===== src/rtl/mul_arbiter_pkg.sv =====
// mul_arbiter_pkg: shared widths, latency and response record for the multiplier arbiter
package mul_arbiter_pkg;
   localparam int MUL_W   = 18;
   localparam int PROD_W  = 36;
   localparam int MUL_LAT = 5;
   localparam int MAX_IDW = 3;
   typedef struct packed {
      logic               valid;
      logic [MAX_IDW-1:0] id;
      logic [PROD_W-1:0]  data;
   } resp_t;
endpackage


===== src/rtl/mul_arbiter_mul.sv =====
// mul: shared 18x18 unsigned multiplier, fixed 5-cycle latency, data-only pipeline (no reset)
module mul
   import mul_arbiter_pkg::*;
(
   input  logic              clk,
   input  logic [MUL_W-1:0]  a_i,
   input  logic [MUL_W-1:0]  b_i,
   output logic [PROD_W-1:0] p_o
);
   logic [PROD_W-1:0] p_q [MUL_LAT];
   always_ff @(posedge clk) begin
      p_q[0] <= PROD_W'(a_i) * PROD_W'(b_i);
      for (int i = 1; i < MUL_LAT; i++) p_q[i] <= p_q[i-1];
   end
   assign p_o = p_q[MUL_LAT-1];
endmodule


===== src/rtl/mul_arbiter_rr_arbiter.sv =====
// rr_arbiter: round-robin one-hot grant with rotating pointer.
// MUL_ARBITER_PRIO0_EN gives requester 0 absolute priority over the rotation.
module rr_arbiter #(
   parameter int NREQ = 4,
   parameter int IDW  = 2
) (
   input  logic            clk,
   input  logic            rst_n,
   input  logic [NREQ-1:0] valid_i,
   output logic [NREQ-1:0] grant_o,
   output logic [IDW-1:0]  gnt_id_o
);
   logic [IDW-1:0] ptr_q, ptr_d, idx;
   logic           found;
   always_comb begin
      grant_o  = '0;
      gnt_id_o = '0;
      found    = 1'b0;
      idx      = '0;
`ifdef MUL_ARBITER_PRIO0_EN
      if (valid_i[0]) begin
         grant_o[0] = 1'b1;
         found      = 1'b1;
      end
`endif
      for (int k = 0; k < NREQ; k++) begin
         idx = IDW'((int'(ptr_q) + k >= NREQ) ? int'(ptr_q) + k - NREQ : int'(ptr_q) + k);
         if (!found && valid_i[idx]) begin
            found        = 1'b1;
            grant_o[idx] = 1'b1;
            gnt_id_o     = idx;
         end
      end
      ptr_d = !found ? ptr_q : (int'(gnt_id_o) == NREQ - 1) ? '0 : gnt_id_o + IDW'(1);
   end
   always_ff @(posedge clk or negedge rst_n) begin
      if (!rst_n) ptr_q <= '0;
      else        ptr_q <= ptr_d;
   end
endmodule


===== src/rtl/mul_arbiter.sv =====
// mul_arbiter: NREQ requesters share one pipelined multiplier; results return after 5 cycles.
// Define MUL_ARBITER_PRIO0_EN to give requester 0 fixed priority.
module mul_arbiter
   import mul_arbiter_pkg::*;
#(
   parameter int NREQ = 4,
   parameter int IDW  = 2
) (
   input  logic                  clk,
   input  logic                  rst_n,
   input  logic [NREQ-1:0]       req_valid,
   output logic [NREQ-1:0]       req_ready,
   input  logic [NREQ*MUL_W-1:0] req_a,
   input  logic [NREQ*MUL_W-1:0] req_b,
   output logic                  resp_valid,
   output logic [IDW-1:0]        resp_id,
   output logic [PROD_W-1:0]     resp_data,
   output logic [2:0]            inflight
);
   logic [NREQ-1:0]   grant;
   logic [IDW-1:0]    gnt_id;
   logic              xfer;
   logic [MUL_W-1:0]  a_sel, b_sel;
   logic [PROD_W-1:0] prod;
   logic [MUL_LAT-1:0] v_q;
   logic [IDW-1:0]    id_q [MUL_LAT];
   logic [2:0]        inflight_q, inflight_d;
   resp_t             resp;

   rr_arbiter #(.NREQ(NREQ), .IDW(IDW)) u_arb (
      .clk(clk), .rst_n(rst_n), .valid_i(req_valid), .grant_o(grant), .gnt_id_o(gnt_id)
   );

   assign req_ready = grant;
   assign xfer      = |grant;
   assign a_sel     = req_a[int'(gnt_id)*MUL_W +: MUL_W];
   assign b_sel     = req_b[int'(gnt_id)*MUL_W +: MUL_W];

   mul u_mul (.clk(clk), .a_i(a_sel), .b_i(b_sel), .p_o(prod));

   always_comb
      inflight_d = (xfer && !v_q[MUL_LAT-1]) ? inflight_q + 3'd1 :
                   (!xfer && v_q[MUL_LAT-1]) ? inflight_q - 3'd1 : inflight_q;

   // IDs are zeroed on bubbles so resp_id reads 0 whenever resp_valid is low
   always_ff @(posedge clk or negedge rst_n) begin
      if (!rst_n) begin
         v_q        <= '0;
         inflight_q <= '0;
         for (int i = 0; i < MUL_LAT; i++) id_q[i] <= '0;
      end else begin
         v_q        <= {v_q[MUL_LAT-2:0], xfer};
         id_q[0]    <= xfer ? gnt_id : '0;
         for (int i = 1; i < MUL_LAT; i++) id_q[i] <= id_q[i-1];
         inflight_q <= inflight_d;
      end
   end

   assign resp       = '{valid: v_q[MUL_LAT-1], id: MAX_IDW'(id_q[MUL_LAT-1]), data: prod};
   assign resp_valid = resp.valid;
   assign resp_id    = resp.id[IDW-1:0];
   assign resp_data  = resp.data;
   assign inflight   = inflight_q;
endmodule


===== config.mk =====
export PLATFORM = sky130hd
export DESIGN_NAME = mul_arbiter
export DESIGN_NICKNAME = d
export VERILOG_FILES = /design/src/rtl/mul_arbiter_pkg.sv /design/src/rtl/mul_arbiter_mul.sv /design/src/rtl/mul_arbiter_rr_arbiter.sv /design/src/rtl/mul_arbiter.sv
export SDC_FILE = /design/constraint.sdc
export NUM_CORES = 1
export LEC_CHECK = 0
export ABC_CLOCK_PERIOD_IN_PS = 12500
export BUFFER_PORTS_ARGS = -buffer_cell sky130_fd_sc_hd__buf_4
export CORE_ASPECT_RATIO = 1.5
export CORE_UTILIZATION = 65
export DETAILED_ROUTE_END_ITERATION = 7
export PLACE_DENSITY = 0.87
export SLEW_MARGIN = 20
export SYNTH_ARGS = -nofsm -noshare
export SYNTH_HDL_FRONTEND = slang
export SYNTH_SLANG_ARGS = --single-unit

===== constraint.sdc =====
create_clock -name clk -period 12.5 [get_ports clk]
set_clock_uncertainty 0.05 [all_clocks]
set_input_delay 1.25 -clock clk [delete_from_list [all_inputs] [get_ports clk]]
set_output_delay 1.25 -clock clk [all_outputs]
set_load 0.005 [all_outputs]

# Word-level counts from Yosys, hierarchy flattened
# Memories as Yosys holds them, arrays and structs flattened.
# Cells that the tools add are included.
# word_totals
ram_bits	180
n_memories	1
output_inout_bits	46
word_cells	91
ff_bits	20
# memory_table
name	words	width	rd	rd_ports_with_merged_regs	write_ports	line	rtl
u_mul.p_q	5	36	5	0	5	mul_arbiter_mul.sv:10	logic [PROD_W-1:0] p_q [MUL_LAT];
# op_classes
bitwise_logic	3
reduce_logical	16
n_mul	2
magnitude_cmp	12
eq_ne	1
add_sub_neg	10
shifts	2
muxes	36
# ops
op	count
$shiftx 72x32->18	1
$shiftx 72x8->18	1
$mul 18x18->36	1
$mux 2	10
$mux 4	4
$lt 2x3->1 const B	4
$mux 1	12
$or 4x4->4	3
$ge 3x3->1 const B	3
$logic_and 1x1->1	9
$bmux 1 s2	4
$demux 1 s2	4
$ge 2x1->1 const B	4
$sub 2x1->2 const B	4
$add 2x2->3 const B	2
$mul 2x4->6 const B	1
$mux 3	2
$logic_not 1->1	5
$reduce_or 4->1	1
$add 2x1->3 const B	1
$add 3x1->3 const B	1
$ge 2x3->1 const B	1
$sub 3x1->3 const B	1
$add 2x1->2 const B	1
other kinds (2)	2

# Longest topological paths before layout
# Gate-level depths: netlist (run 1).
# logic_depth
depth_word	19
mapped_depth	33
mapped_depth_nobuf	29

# Modules after synthesis
# Synthesis (run 1) repeated with hierarchy kept, for this count alone.
# hier_totals
hier_cells	1609
hier_area_um2	16553.4
# by_module_without_submodules
module	area_each_um2	seq_area_each_um2	n_inst	cells_per_inst
mul	14452.6	3603.5	1	1450
mul_arbiter	1497.7	450.4	1	77
rr_arbiter	603.1	50.0	1	82

# Least setup slack after synthesis (run 1)
# OpenSTA, ideal clock, no wires.
# synth_timing
path_kind	input to register
start	input req_valid[2]
end	memory u_mul.p_q[0][22]
path_stages	28
arrival_time_ps	8091
path_buffers	4
path_slack_ps	4274
cell_sequence	mux4_2 -> nand2b_1 -> and2_4 -> o22ai_2 -> buf_6 -> buf_6 -> a211oi_2 -> a31oi_4 -> buf_4 -> nand2_1 -> fa_1 -> fa_1 -> fa_1 -> inv_1 -> fa_1 -> fa_1 -> inv_1 -> fa_1 -> inv_1 -> ha_1 -> clkbuf_1 -> a21oi_1 -> inv_1 -> a31oi_1 -> nand2_1 -> a221oi_1 -> mux2_2 -> a211oi_1
# synth_lines
element	line	rtl
start: declaration	mul_arbiter.sv:11	input logic [NREQ-1:0] req_valid,
end: declaration	mul_arbiter_mul.sv:10	

==> results_dict.tcl, run 1 <==
set metrics [dict create \
    drt_first_pass_iters 6 \
    post_cts_buffers 0 \
    clkSinkCount 200 \
    ys.flop_type "dfxtp_1" \
    finalSetupViolCount 0 \
    worst_pin_slew_ps 1110 \
    netlist_area_sq_um 17300 \
    core_sq_um 25900 \
    routabilityCongestion 0.938 \
    nets 2371 \
    postCtsHoldBufs 0 \
    synth_nets 2258 \
    dpl.hpwl_um 30500 \
    placed_cell_area_sq_um 18500 \
    crit_family "adder cells" \
    slew_headroom_pct 26.0 \
    synthCells 1735 \
    vias 12400 \
    track_usage_pct 30.7 \
    cts_buffers 17 \
    grt_pass1_wl_um 63900 \
    cts_root_buf "clkbuf_16" \
    grt_max_degree 75 \
    fmax_ghz 0.0981 \
    path_clk_slew_ps 70 \
    ff2ff_setup_slack_ps 2310 \
    cp-start-kind "flip-flop" \
    crit_end "u_mul.p_q[0][29]" \
    status "completed" \
    die_w_um 135 \
    slowest_stage "buf_4" \
    yosys_warnings 0 \
    whs_ps 274 \
    layout_common_cells "inv_1, nand2_1, fa_1" \
    wirelength_um 39800 \
    slowest_delay_ps 770 \
    start_util_pct 66.5 \
    mostFrequentLayoutCell "inv_1" \
    ctsResizeCount 0 \
    cts.htree.levels 4 \
    viasPerCell 5.64 \
    route.detailed.drc 0 \
    synthDistinctLibCells 56 \
    crit_start "u_arb.ptr_q[0]" \
    avgSynthCellArea_sq_um 9.95 \
    final-max-slew-violation-count 0 \
    n_antenna_cell 0 \
    seq_area_frac_synth_pct 23.8 \
    post-route-util_pct 73.5 \
    seq_area_sq_um 4100 \
    drtIter0Drc 697 \
    clk_latency_ps 440 \
    reg2reg_to "u_mul.p_q[0][29]" \
    hold_class "reg -> reg" \
    fin_area_sq_um 19100 \
    critPathArrivalTime_ps 10470 \
    synth_edf_count 0 \
    cp.depth 29 \
    drive_gt1_share_pct 16.3 \
    end_kind "flip-flop" \
    worst-setup-path-type "reg -> reg" \
    max_cap_violations 0 \
    rr_startpoint "u_arb.ptr_q[0]" \
    ios 196 \
    cp.required_ps 12780 \
    die_y_um 202 \
    async_flop_share_pct 10.0 \
    port_buffers 195 \
    hold_violations 0 \
    critPathBufInv 7 \
    cts_tree "built" \
    multi_input_area_sq_um 11300 \
    clockBufferDepth 2 \
    synth_seq_cells 200 \
    fin_crit_ps 10190 \
    drt-wirelength-per-cell_um 18.1 \
    grt_pass1_vias 13400 \
    antenna_found_initial 0 \
    overflow 0 \
    syn2layout_area_growth_pct 10.5 \
    num_rows 72 \
    rsz0062_at_grt "no" \
    post-route-period-util_pct 81.5 \
    rr_worst_depth 29 \
    ant_nets 0 \
    fillerInstances 1820 \
    crit_path_frequent_cell "fa_1" \
    die_area_sq_um 27200 \
    critPathMaxFanout 49 \
    setup-tns-final_ps 0 \
]
-- worst min path at each step --
stage                      startpoint                end  cells after the start
floorplan            u_mul.p_q[0][64]  u_mul.p_q[0][100]                      0
global placement    u_mul.p_q[0][142]  u_mul.p_q[0][178]                      0
detailed placement   u_mul.p_q[0][77]  u_mul.p_q[0][113]                      0
CTS                  u_mul.p_q[0][21]   u_mul.p_q[0][57]                      0
global route         u_mul.p_q[0][84]  u_mul.p_q[0][120]                      0
finish              u_mul.p_q[0][122]  u_mul.p_q[0][158]                      0
-- per-layer routing --
metal	GRT usage (%)	wire length, um	up-vias	share of wire (%)
li1	-	-	5515	-
met1	32.4	13500	6123	34
met2	54.9	21300	554	54
met3	4.64	2140	183	5.4
met4	22.0	2880	0	7.2
met5	0	0	-	0
-- per-stage QoR --
stage	worst slack [ps]	instances
2_1_floorplan	4270	1735
3_3_place_gp	2640	2162
3_5_place_dp	2330	2162
4_1_cts	2360	2194
5_1_grt	1720	2194
6_report	2310	2194
-- sequential cells by signal, indices dropped and copies added (netlist names) --
name,count
u_arb.ptr_q,2
inflight,3
v_q,5
u_mul.p_q,180
resp_id,2
id_q,8
-- synth_stat cells (all sizes together), types with 3 or more instances --
library cell  number  area share, %
o21ai             20           0.60
a21o              16           0.70
nor3               6           0.17
a21oi             43            1.3
dfrtp             20            2.9
dfxtp            180             21
o211ai             5           0.22
a22oi              3           0.13
nand3              5           0.14
and3               3           0.11
nand2            285            6.2
mux4               3           0.39
xor2               8           0.41
xnor2             24            1.2
and2             181            6.6
a31oi             41            4.0
buf               92            3.9
o21a               5           0.22
clkbuf            13           0.28
nor2b              6           0.22
nand2b             3           0.11
nor2              26           0.57
mux2               4           0.26
fa               257             30
ha               116            8.4
a211oi            41            2.5
o21bai             4           0.17
inv              303            6.6
-- kinds of logic (layout without fill, tap and decap cells) --
logic type	count (synthesis)	after routing	share of synthesized area [%]
adder cells (fa/ha/maj)	373	373	38.2
AND/OR/NAND/NOR	522	522	14.4
multiplexers	9	9	0.841
XOR/XNOR	32	32	1.62
flip-flops	200	200	23.8
AO/OA/AOI/OAI	191	191	10.5
buffers and inverters	408	534	10.7
-- final cells by class --
type / instances / share of cell area (%)
Clock inverter: 11 / 0.826
Tap cell: 333 / 2.18
Timing Repair Buffer: 199 / 7.83
Clock buffer: 21 / 2.36
Multi-Input combinational cell: 1127 / 59.3
Inverter: 303 / 5.96
Sequential cell: 200 / 21.5
Power of run 1 is left out: the tool's default activity adds up to more than one toggle a clock period on the data nets, which glitch-free logic cannot reach.
==> run 2, diff against run 1 <==
--- a/config.mk
+++ b/config.mk
@@ -5,12 +5,12 @@
 export SDC_FILE = /design/constraint.sdc
 export NUM_CORES = 1
 export LEC_CHECK = 0
-export ABC_CLOCK_PERIOD_IN_PS = 12500
+export ABC_CLOCK_PERIOD_IN_PS = 9100
 export BUFFER_PORTS_ARGS = -buffer_cell sky130_fd_sc_hd__buf_4
 export CORE_ASPECT_RATIO = 1.5
-export CORE_UTILIZATION = 65
+export CORE_UTILIZATION = 55
 export DETAILED_ROUTE_END_ITERATION = 7
-export PLACE_DENSITY = 0.87
+export PLACE_DENSITY = 0.79
 export SLEW_MARGIN = 20
 export SYNTH_ARGS = -nofsm -noshare
 export SYNTH_HDL_FRONTEND = slang
==> constraint.sdc (replaced) <==
create_clock -name clk -period 9.1 [get_ports clk]
set_clock_uncertainty 0.05 [all_clocks]
set_input_delay 0.91 -clock clk [delete_from_list [all_inputs] [get_ports clk]]
set_output_delay 0.91 -clock clk [all_outputs]
set_load 0.005 [all_outputs]
==> results_dict.tcl, run 2 (synthesized netlist as in run 1, its figures left out) <==
set metrics [dict create \
    fin_area_sq_um 19800 \
    clockBufferDepth 2 \
    top_regs "u_mul.p_q: 180 flops, id_q: 8 flops, v_q: 5 flops" \
    viasPerCell 5.36 \
    vias 12500 \
    fmax_ghz 0.114 \
    worst-setup-path-type "reg -> reg" \
    track_usage_pct 25.6 \
    die_w_um 147 \
    antenna_found_initial 0 \
    cts_buffers 17 \
    nets 2432 \
    crit_path_frequent_cell "fa_1" \
    grt_pass1_vias 13100 \
    finalSetupViolCount 0 \
    drt_first_pass_iters 5 \
    critPathMaxFanout 43 \
    dpl.hpwl_um 31500 \
    mostFrequentLayoutCell "inv_1" \
    slew_headroom_pct 35.3 \
    path_clk_slew_ps 90 \
    cts_tree "built" \
    cts_root_buf "clkbuf_16" \
    hold_class "in -> async" \
    cp-start-kind "flip-flop" \
    slowest_delay_ps 610 \
    dp.cells 2263 \
    die_area_sq_um 32100 \
    worst_pin_slew_ps 971 \
    routabilityCongestion 0.938 \
    status "completed" \
    port_buffers 195 \
    fillerInstances 2400 \
    layout_common_cells "inv_1, nand2_1, fa_1" \
    clkSinkCount 200 \
    route.detailed.drc 0 \
    cts.htree.levels 4 \
    fin_crit_ps 8740 \
    syn2layout_area_growth_pct 14.9 \
    drive_gt1_share_pct 19.4 \
    overflow 0 \
    fin_cells 2327 \
    ios 196 \
    whs_ps 270 \
    largest_reg_flops 180 \
    drtIter0Drc 678 \
    max_cap_violations 0 \
    grt_max_degree 66 \
    cp.required_ps 9390 \
    ant_nets 0 \
    rsz0062_at_grt "no" \
    hold_violations 0 \
    slowest_stage "mux4_2" \
    wirelength_um 40000 \
    critPathArrivalTime_ps 9030 \
    final-max-slew-violation-count 0 \
    top_register "u_mul.p_q" \
    post-route-period-util_pct 96.1 \
    die_y_um 219 \
    end_kind "flip-flop" \
    num_rows 79 \
    clk_latency_ps 460 \
    grt_pass1_wl_um 63100 \
    n_antenna_cell 0 \
    placed_cell_area_sq_um 18800 \
    drt-wirelength-per-cell_um 17.2 \
    core_sq_um 30900 \
    start_util_pct 55.8 \
]
[run 2: cell types whose count changed in the layout (fill, tap and decap cells not counted), moves of 2 or more]
| cell | previous run | this run |
|---|---|---|
| inv_12 | 0 | 3 |
| clkinv_8 | 0 | 5 |
| dfrtp_2 | 0 | 2 |
| buf_12 | 0 | 11 |
| bufinv_16 | 3 | 1 |
| dfrtp_1 | 20 | 18 |
| buf_4 | 199 | 249 |
| inv_6 | 3 | 1 |
| clkbuf_1 | 3 | 0 |
[run 2: worst paths after layout]
kind                             startpoint          endpoint  slack (ps)  cells past startpoint
min                                   rst_n       inflight[1]         270                      1
min reg2reg                u_mul.p_q[0][42]  u_mul.p_q[0][78]         270                      0
max reg2reg                  u_arb.ptr_q[0]  u_mul.p_q[0][28]         360                     27
min in group clk           u_mul.p_q[0][42]  u_mul.p_q[0][78]         270                      0
max in group asynchronous             rst_n    u_arb.ptr_q[0]        8490                      1
max                          u_arb.ptr_q[0]  u_mul.p_q[0][28]         360                     27
[run 2: what timing repair did]
item / 4_1_cts / 5_1_grt
endpoints found under the setup margin: 3 / 12
buffers inserted: 11 / 21
gates cloned: 0 / 0
gates resized for setup: 2 / 7
hold buffers: 0 / 0
[run 2: worst max-delay path, delay by kind of cell (launching register included)]
| kind | cells | cell delay, ps |
|---|---|---|
| AND/OR/NAND/NOR | 3 | 520 |
| AO/OA/AOI/OAI | 9 | 2340 |
| adder cells (fa/ha/maj) | 8 | 3820 |
| flip-flops | 1 | 490 |
| multiplexers | 1 | 610 |
| buffers and inverters | 5 | 620 |
| XOR/XNOR | 1 | 160 |
[run 2: final cells by class]
type	instances	area (sq um)	share of cell area (%)
multi-input combinational	1127	11300	57.2
sequential	200	4110	20.7
timing repair buffer	260	2090	10.5
inverter	303	1140	5.74
tap	405	507	2.56
clock buffer	17	425	2.15
clock inverter	15	218	1.10
[run 2: per-layer routing]
metal  up-vias  routed length, um  global-route usage, %  share of wire [%]
met4         0               2940                   20.9                7.4
met1      6176              13600                   26.6                 34
li1       5639                  -                      -                  -
met3       166               1860                   4.05                4.6
met2       483              21500                   45.4                 54
met5         -                  0                      0                  0
[run 2: per-stage QoR]
step	setup WS (ps)	setup TNS [ps]	util, %
CTS	25.8	0	63.3
detailed placement	-113	-187	60.8
global route	11.1	0	64.1
global placement	361	0	60.8
finish	357	0	64.1
floorplan	1040	0	-
Power of run 2 is left out for the same reason.
==> run 3, diff against run 2 <==
--- a/config.mk
+++ b/config.mk
@@ -8,10 +8,11 @@
 export ABC_CLOCK_PERIOD_IN_PS = 9100
 export BUFFER_PORTS_ARGS = -buffer_cell sky130_fd_sc_hd__buf_4
 export CORE_ASPECT_RATIO = 1.5
-export CORE_UTILIZATION = 55
+export CORE_UTILIZATION = 54
 export DETAILED_ROUTE_END_ITERATION = 7
-export PLACE_DENSITY = 0.79
+export PLACE_DENSITY_LB_ADDON = 0.08
 export SLEW_MARGIN = 20
 export SYNTH_ARGS = -nofsm -noshare
 export SYNTH_HDL_FRONTEND = slang
+export SYNTH_HIERARCHICAL = 1
 export SYNTH_SLANG_ARGS = --single-unit
==> results_dict.tcl, run 3 <==
set metrics [dict create \
    placed_cell_area_sq_um 18300 \
    worst-setup-path-type "reg -> reg" \
    top_register "u_mul/p_q" \
    clockBufferDepth 2 \
    die_area_sq_um 31400 \
    synthCells 1609 \
    drive_gt1_share_pct 16.3 \
    start_util_pct 54.9 \
    top_regs "u_mul/p_q: 180 flops, id_q: 8 flops, v_q: 5 flops" \
    synth_area_leaders "fa_1, dfxtp_1, ha_1" \
    core_sq_um 30200 \
    cp-start-kind "flip-flop" \
    yosys-top-cells-count "inv_1, fa_1, nand2_1" \
    post-route-period-util_pct 90.9 \
    antenna_found_initial 0 \
    final-max-slew-violation-count 0 \
    cts_tree "built" \
    cts_buffers 17 \
    critPathBufInv 7 \
    drt_first_pass_iters 6 \
    drtIter0Drc 448 \
    path_clk_slew_ps 80 \
    fin_cells 2187 \
    yosysTopAreaCell "fa_1" \
    wl_met2_um 19600 \
    ant_nets 0 \
    yosys_warnings 6 \
    fin_crit_ps 8270 \
    mostFrequentLayoutCell "inv_1" \
    slowest_delay_ps 760 \
    netlist_area_sq_um 16600 \
    synth_top_area_share_pct 31.1 \
    synth_edf_count 0 \
    grt_pass1_vias 12200 \
    ctsResizeCount 0 \
    setup-tns-final_ps 0 \
    overflow 0 \
    synth_seq_cells 200 \
    finalSetupViolCount 0 \
    fillerInstances 2523 \
    avgSynthCellArea_sq_um 10.3 \
    ios 196 \
    wl_met1_um 14900 \
    cp.required_ps 9370 \
    seq_area_frac_synth_pct 24.8 \
    worst_slack_ps 829 \
    cts.htree.levels 4 \
    rsz0062_at_grt "no" \
    async_flop_share_pct 10.0 \
    cts_root_buf "clkbuf_16" \
    num_rows 78 \
    critPathMaxFanout 29 \
    fmax_ghz 0.121 \
    track_usage_pct 24.7 \
    max_cap_violations 0 \
    critPathArrivalTime_ps 8540 \
    vias 11500 \
    ys.flop_type "dfxtp_1" \
    dp.cells 2155 \
    wirelength_um 37000 \
    synth_nets 2134 \
    viasPerCell 5.27 \
    worst_pin_slew_ps 651 \
    fin_area_sq_um 18900 \
    grt_max_degree 30 \
    slowest_stage "mux4_2" \
    end_kind "flip-flop" \
    largest_reg_flops 180 \
    postCtsHoldBufs 0 \
    port_buffers 195 \
    routabilityCongestion 0.864 \
    post_cts_buffers 0 \
    crit_family "adder cells" \
    n_antenna_cell 0 \
    dpl.hpwl_um 30100 \
    die_y_um 216 \
    dp_slack_ps 538 \
    clk_latency_ps 440 \
    dr_wl_met3_um 1560 \
    synthDistinctLibCells 63 \
    crit_path_frequent_cell "fa_1" \
    top_layer_used "met4" \
    status "completed" \
    die_w_um 145 \
    clkSinkCount 200 \
    drt-wirelength-per-cell_um 16.9 \
    route.detailed.drc 0 \
    layout_common_cells "inv_1, fa_1, buf_4" \
    hold_violations 0 \
    hold_class "reg -> reg" \
    nets 2299 \
    synth.most_common_cell "inv_1" \
    grt_pass1_wl_um 60200 \
    slew_headroom_pct 55.5 \
    syn2layout_area_growth_pct 14.4 \
]
==> run 3: cell types whose count changed in the layout (fill, tap and decap cells not counted), moves of 9 or more <==
cell and delta:
a21o_1 -9, a31oi_2 -12, a31oi_4 -24, buf_12 -9, and2_1 -19, nand2_1 -76, a211oi_1 -12, inv_1 +19
a21oi_1 -10, mux4_2 +27, a211oi_2 -23, buf_4 -38
==> run 3: final timing paths <==
kind | to | cells after the start | startpoint | slack [ps]
max | u_mul/p_q[0][35] | 25 | u_arb/ptr_q[0] | 830
min | u_mul/p_q[3][4] | 0 | u_mul/p_q[2][4] | 270
max in group asynchronous | inflight[1] | 1 | rst_n | 8500
min in group asynchronous | u_arb/ptr_q[0] | 1 | rst_n | 280
min reg2reg | u_mul/p_q[3][4] | 0 | u_mul/p_q[2][4] | 270
max reg2reg | u_mul/p_q[0][35] | 25 | u_arb/ptr_q[0] | 830
==> run 3: cell type report <==
cell class	instances	area (sq um)	area share, %
repair buffers	213	1620	8.57
inverters	322	1210	6.38
multi-input cells	1020	10900	57.6
clock buffers	17	425	2.25
flip-flops and latches	200	4100	21.7
well taps	400	500	2.64
clock inverters	15	176	0.931
==> run 3: per-stage QoR <==
step / hold slack (ps) / utilization, %
detailed placement: 262 / 60.8
global route: 277 / 62.8
finish: 275 / 62.8
CTS: 264 / 62.8
floorplan: 260 / -
global placement: 260 / 60.8
==> run 3: worst reg2reg max path, cell delays in order, from the launching register on <==
cell	delay, ps
dfrtp_1	350
inv_1	150
ha_1	520
o311ai_0	290
a21oi_4	220
buf_12	240
mux4_2	780
and2_1	280
fa_1	540
inv_1	50
fa_1	470
fa_1	510
inv_1	60
fa_1	490
fa_1	490
inv_1	50
fa_1	470
inv_1	40
ha_1	400
o211ai_1	130
o21bai_1	280
nand4_1	250
a2111oi_0	670
buf_4	210
nor3_1	40
xnor2_1	130
==> run 3: cell families (layout without fill, tap and decap cells) <==
family	Yosys count	after routing	share of synthesized area [%]
AOI/OAI and AO/OA	123	123	5.19
xor gates and xnor gates	31	31	1.64
adders and majority gates	375	375	40.0
buffers and inverters	389	567	9.46
DFF	200	200	24.8
muxes	44	44	5.64
and+or+nand+nor	447	447	13.3
==> run 3: routing by layer <==
layer,vias up,global-route usage [%]
li1,5294,-
met1,5782,29.0
met2,380,45.7
met3,70,3.14
met4,0,9.68
met5,-,0
Power of run 3 is left out for the same reason.
